<file path="config.mk">
export PLATFORM = sky130hd
export DESIGN_NAME = vrf_write_addr_gen
export DESIGN_NICKNAME = d
export VERILOG_FILES = /design/src/rtl/vrf_write_addr_gen.sv
export SDC_FILE = /design/constraint.sdc
export NUM_CORES = 1
export LEC_CHECK = 0
export BUFFER_PORTS_ARGS = -buffer_cell sky130_fd_sc_hd__buf_2
export CORE_MARGIN = 5
export CORE_UTILIZATION = 40
export DETAILED_ROUTE_END_ITERATION = 10
export PLACE_DENSITY = 0.61
export SLEW_MARGIN = 30
export SYNTH_ARGS = -nofsm -noshare
export SYNTH_HDL_FRONTEND = slang
export SYNTH_SLANG_ARGS = --single-unit
export TNS_END_PERCENT = 1
</file>
<file path="constraint.sdc">
create_clock -name clk_i -period 3 [get_ports clk_i]
set_input_delay 0.3 -clock clk_i [delete_from_list [all_inputs] [get_ports clk_i]]
set_output_delay 0.3 -clock clk_i [all_outputs]
set_load 0.05 [all_outputs]
</file>
<file path="src/rtl/vrf_write_addr_gen.sv">
// vrf_write_addr_gen
// Turns a stream of result elements for one lane into VRF write transactions.
// A load captures the base address of each of the 8 registers in the group,
// the element width and the element count. Each accepted element produces one
// registered write: the address is the current register's base plus the word
// offset of the element, the data is replicated across the 32-bit word and
// the byte enables select the element's lanes inside that word.
//
// Ports
//   clk_i, rst_i        clock, synchronous active-high reset
//   start_addr_i        8 packed base addresses, slot k at [k*AW +: AW]
//   vl_i                number of elements this lane writes
//   element_width_i     00 byte, 01 halfword, 10 word, 11 illegal
//   load_i              start-of-instruction strobe
//   data_valid_i/data_i result element handshake (ready_o = ACTIVE)
//   wvalid_o, waddr_o, wdata_o, bwe_o   VRF write port
//   done_o              one-cycle end-of-instruction pulse
//   err_o               one-cycle illegal-load pulse
//
// state  | meaning
// IDLE   | no instruction in flight, elements ignored
// ACTIVE | accepting elements until vl have been written
// DONE   | last write on the port, done_o high for this cycle
module vrf_write_addr_gen #(
   parameter  int MEM_DEPTH         = 512,
   parameter  int VREG_LOC_PER_LANE = 8,
   localparam int AW                = $clog2(MEM_DEPTH),
   localparam int CW                = $clog2(4*VREG_LOC_PER_LANE),
   localparam int VLW               = $clog2(32*VREG_LOC_PER_LANE) + 1
) (
   input  logic            clk_i,
   input  logic            rst_i,
   input  logic [8*AW-1:0] start_addr_i,
   input  logic [VLW-1:0]  vl_i,
   input  logic [1:0]      element_width_i,
   input  logic            load_i,
   input  logic            data_valid_i,
   input  logic [31:0]     data_i,
   output logic            ready_o,
   output logic            wvalid_o,
   output logic [AW-1:0]   waddr_o,
   output logic [31:0]     wdata_o,
   output logic [3:0]      bwe_o,
   output logic            done_o,
   output logic            err_o
);

   localparam int LIM_B = 4*VREG_LOC_PER_LANE - 1;
   localparam int LIM_H = 2*VREG_LOC_PER_LANE - 1;
   localparam int LIM_W = VREG_LOC_PER_LANE - 1;

   typedef enum logic [1:0] {IDLE, ACTIVE, DONE} state_t;

   state_t          state_q, state_d;
   logic [AW-1:0]   base_q [8];
   logic [AW-1:0]   base_d [8];
   logic [1:0]      sew_q, sew_d;
   logic [VLW-1:0]  vl_q, vl_d;
   logic [CW-1:0]   cnt_q, cnt_d;
   logic [2:0]      reg_idx_q, reg_idx_d;
   logic [VLW-1:0]  acc_q, acc_d;
   logic            wvalid_q, wvalid_d;
   logic [AW-1:0]   waddr_q, waddr_d;
   logic [31:0]     wdata_q, wdata_d;
   logic [3:0]      bwe_q, bwe_d;
   logic            err_q, err_d;

   logic [CW-1:0]   limit_cur;
   logic [CW-1:0]   offset;
   logic [VLW:0]    vl_max_load;
   logic            load_legal;

   // Element count capacity of the whole 8-register group for the incoming width.
   always_comb begin
      case (element_width_i)
         2'b00:   vl_max_load = (VLW+1)'(8*(LIM_B+1));
         2'b01:   vl_max_load = (VLW+1)'(8*(LIM_H+1));
         default: vl_max_load = (VLW+1)'(8*(LIM_W+1));
      endcase
   end

   assign load_legal = (element_width_i != 2'b11) && ({1'b0, vl_i} <= vl_max_load);

   // Element counter runs over one register; offset is its word index.
   always_comb begin
      case (sew_q)
         2'b00: begin
            limit_cur = CW'(LIM_B);
            offset    = cnt_q >> 2;
         end
         2'b01: begin
            limit_cur = CW'(LIM_H);
            offset    = cnt_q >> 1;
         end
         default: begin
            limit_cur = CW'(LIM_W);
            offset    = cnt_q;
         end
      endcase
   end

   always_comb begin
      state_d   = state_q;
      base_d    = base_q;
      sew_d     = sew_q;
      vl_d      = vl_q;
      cnt_d     = cnt_q;
      reg_idx_d = reg_idx_q;
      acc_d     = acc_q;
      wvalid_d  = 1'b0;
      waddr_d   = waddr_q;
      wdata_d   = wdata_q;
      bwe_d     = bwe_q;
      err_d     = 1'b0;

      if (load_i) begin
         // A load wins over a concurrent element; that element is dropped.
         if (load_legal) begin
            for (int k = 0; k < 8; k++) begin
               base_d[k] = start_addr_i[k*AW +: AW];
            end
            sew_d     = element_width_i;
            vl_d      = vl_i;
            cnt_d     = '0;
            reg_idx_d = '0;
            acc_d     = '0;
            state_d   = (vl_i == '0) ? DONE : ACTIVE;
         end else begin
            err_d   = 1'b1;
            state_d = IDLE;
         end
      end else begin
         case (state_q)
            ACTIVE: begin
               if (data_valid_i) begin
                  wvalid_d = 1'b1;
                  waddr_d  = base_q[reg_idx_q] + AW'(offset);
                  case (sew_q)
                     2'b00: begin
                        wdata_d = {4{data_i[7:0]}};
                        bwe_d   = 4'b0001 << cnt_q[1:0];
                     end
                     2'b01: begin
                        wdata_d = {2{data_i[15:0]}};
                        bwe_d   = 4'b0011 << {cnt_q[0], 1'b0};
                     end
                     default: begin
                        wdata_d = data_i;
                        bwe_d   = 4'hF;
                     end
                  endcase
                  if (cnt_q == limit_cur) begin
                     cnt_d     = '0;
                     reg_idx_d = reg_idx_q + 3'd1;
                  end else begin
                     cnt_d = cnt_q + CW'(1);
                  end
                  acc_d = acc_q + VLW'(1);
                  if (acc_d == vl_q) begin
                     state_d = DONE;
                  end
               end
            end
            DONE:    state_d = IDLE;
            default: state_d = IDLE;
         endcase
      end
   end

   always_ff @(posedge clk_i) begin
      if (rst_i) begin
         state_q   <= IDLE;
         for (int k = 0; k < 8; k++) begin
            base_q[k] <= '0;
         end
         sew_q     <= '0;
         vl_q      <= '0;
         cnt_q     <= '0;
         reg_idx_q <= '0;
         acc_q     <= '0;
         wvalid_q  <= 1'b0;
         waddr_q   <= '0;
         wdata_q   <= '0;
         bwe_q     <= '0;
         err_q     <= 1'b0;
      end else begin
         state_q   <= state_d;
         base_q    <= base_d;
         sew_q     <= sew_d;
         vl_q      <= vl_d;
         cnt_q     <= cnt_d;
         reg_idx_q <= reg_idx_d;
         acc_q     <= acc_d;
         wvalid_q  <= wvalid_d;
         waddr_q   <= waddr_d;
         wdata_q   <= wdata_d;
         bwe_q     <= bwe_d;
         err_q     <= err_d;
      end
   end

   assign ready_o  = (state_q == ACTIVE);
   assign done_o   = (state_q == DONE);
   assign wvalid_o = wvalid_q;
   assign waddr_o  = waddr_q;
   assign wdata_o  = wdata_q;
   assign bwe_o    = bwe_q;
   assign err_o    = err_q;

endmodule

</file>
==> results.toml <==
[placed_design]
portBuffers = 167
post-place-ws_ns = -0.0317
gp_congestion = 0.827
dp.final_hpwl_um = 14300

[floorplanning]
core_area_mm2 = 0.0173
fp-row-count = 48
die_y_um = 143
boundaryPins = 168
die_x_um = 143
start_util = 0.407
die_area_mm2 = 0.0204

[critical_path]
slowest_delay_ns = 0.54
cp_cell_sequence = "mux4_2 > mux2_2 > ha_1 > fa_1 > a21oi_1 > o21ai_1 > nand2b_4 > nor3_2 > xnor2_1 > a22o_1"
worstPathArrival_ns = 3.16
path_class = "reg2reg"
worst-path-max-fanout = 6
cp-start-kind = "flip-flop"
end_kind = "flip-flop"
critPathSlowestCell = "mux4_2"
cp.required_ns = 3.32

[logic_synthesis]
netlist_area_mm2 = 0.00704
synth-simple-area-share = 0.204
synth_compound_area_frac = 0.165
ys_seq_area_frac = 0.424
synth_top_family_by_area = "simple AND/OR/NAND/NOR gates"
synthMuxAreaShare = 0.105
syn_nets = 982
syn_area_per_cell_um2 = 8.30
synth_largest_area_cell = "dfxtp_1"
yosys_warnings = 0
ys_async_sr_fraction = 0
synth_xor_area_frac = 0.0224
synth_seq_cells = 149
synth_fa_ha_area_frac = 0.0277
yosys_most_used_dff = "dfxtp_1"
synth_edf_count = 0
synth_top_area_share = 0.424
synth_cell_types = 59
syn_inst = 848
synth_area_leaders = "dfxtp_1, nand2_1, a21oi_1, mux4_2, mux2i_1"

[layout]
regArea_mm2 = 0.00298
diodes = 0
layout-drive-gt1-share = 0.253
final_common_cell = "nand2_1"
final_cell_mix = "nand2_1, buf_2, dfxtp_1"
fill_cells = 1714
syn_to_final_growth_pct = 22.7
nets = 1122
multi_input_area_mm2 = 0.00371

[sta]
tightest_slew_ns = 0.686
hold_slack_ns = 0.108
max_clock_freq_mhz = 352
period_needed_ns = 2.84
fin_crit_sh = 0.948
skew_ns = 0.0107
setup-tns-final_ns = 0
final.setup.worst_slack_ns = 0.156
rsz0062_at_grt = "no"
slew_viol_final = 0
finalHoldViolations = 0
setup-violations-final = 0
maxSlewHeadroom = 0.543

[grt]
grt_start_max_net_pins = 80
grt_use_met3 = 0.0519
antenna_found_initial = 0
grt.total_usage = 0.189
grtUsageMet2 = 0.304
overflow = 0
grt_first_pass_wirelength_um = 30600
top_usage_layer = "met2"
grt_pass1_vias = 5942
met1_usage = 0.258

[hold_path]
min_path_type = "in2reg"

[routing]
vias = 6237
via_per_inst = 5.09
dr.pass1.iters = 4
wire_per_inst_um = 15.8
drc = 0
drt_iter0_markers = 325
postRouteAntennaNets = 0
routed_wl_um = 19300

[flow_run]
cap_violations = 0

[power_and_ir_drop]
power_frac_seq = 0.440
power.density_mw_per_mm2 = 550
intPower_mw = 3.49
peakVddDrop_mv = 0.399
leakage_nw = 3.36
netSwitchingPower_mw = 1.26
combPwrFrac = 0.101
swShare = 0.264
clockPowerShare = 0.459

[clock_tree]
cts_tree = "yes"
clk_transition_reported_paths_ns = 0.07
cts-root-buf = "clkbuf_16"
cts_num_sinks = 149
clockBufferDepth = 2
cts_hold_buf = 0
numCtsBuffers = 17
worstSkewPairLatency_ns = 0.42
htreeDepth = 4
post_cts_buffers = 0

[run_status]
status = "completed"
==> cells by family after synthesis <==
| family | count (synthesis) |
|---|---|
| xor+xnor | 18 |
| flops | 149 |
| simple gates | 342 |
| compound gates | 205 |
| fa+ha+maj | 15 |
| buf+inv | 72 |
| mux | 47 |
==> final timing paths <==
| kind | from | end | slack, ns | depth (start not counted) |
|---|---|---|---|---|
| worst min register to register | bwe_o[2] | bwe_o[2] | 0.45 | 2 |
| worst max-delay path | reg_idx_q[0] | waddr_o[8] | 0.16 | 10 |
| worst max register to register | reg_idx_q[0] | waddr_o[8] | 0.16 | 10 |
| worst min-delay path | start_addr_i[57] | base_q[12] | 0.11 | 3 |
==> power groups by stage <==
stage | clock network [mW] | logic, mW | registers [mW]
global placement | 0 | 0.478 | 2.13
finish | 2.18 | 0.479 | 2.09
detailed placement | 0 | 0.481 | 2.13
global route | 2.32 | 0.535 | 2.10
CTS | 2.23 | 0.484 | 2.09
floorplan | 0 | 0.277 | 2.16
==> flip-flops by register name, indices dropped and copies added (netlist names) <==
name	flops
state_q	2
cnt_q	5
sew_q	2
vl_q	9
err_o	1
base_q	72
wdata_o	32
waddr_o	9
acc_q	9
reg_idx_q	3
wvalid_o	1
bwe_o	4
==> cell type report <==
cell class	count	area share
sequential	149	0.346
multi-input combinational	627	0.430
clock inverter	15	0.0217
clock buffer	17	0.0493
timing repair buffer	186	0.118
tap	225	0.0326
inverter	7	0.00304
==> layer usage <==
metal  up-vias  share of wire
li1       3208              -
met3        10          0.066
met5         -              0
met1      2839           0.47
met4         0         0.0068
met2       180           0.45
==> critical path, delay by kind of cell (launching register included) <==
kind,cells,cell delay (ns)
AOI/OAI and AO/OA,3,0.58
xor gates and xnor gates,1,0.13
adders and majority gates,2,0.63
DFF,1,0.44
muxes,2,0.82
and+or+nand+nor,2,0.14
==> stage by stage <==
step                      std cells  power (mW)  area, µm²  utilization
after floorplan                 848        2.43       7040            -
after global placement         1194        2.61       8020        0.464
after detailed placement       1194        2.62       8020        0.464
after CTS                      1226        4.81       8640        0.499
after global routing           1226        4.95       8640        0.499
final                          1226        4.75       8640        0.499
==> what timing repair did <==
action,CTS,global route
resized for setup,1,2
hold endpoints to repair,0,0
setup endpoints to repair,1,3
==> synth_stat cells (all sizes together), types with 2 or more instances <==
cell,instances
a211oi,14
a21oi,128
a22o,2
a311oi,8
a31oi,2
and2,2
and3,3
buf,30
clkbuf,35
dfxtp,149
ha,14
inv,7
mux2,5
mux2i,24
mux4,18
nand2,244
nand2b,3
nand3,13
nand3b,5
nand4,4
nor2,42
nor2b,5
nor3,7
nor3b,3
nor4,5
o21a,2
o21ai,36
o311ai,4
or2,2
or3,2
xnor2,11
xor2,7
(Power assumes the default switching activity.)
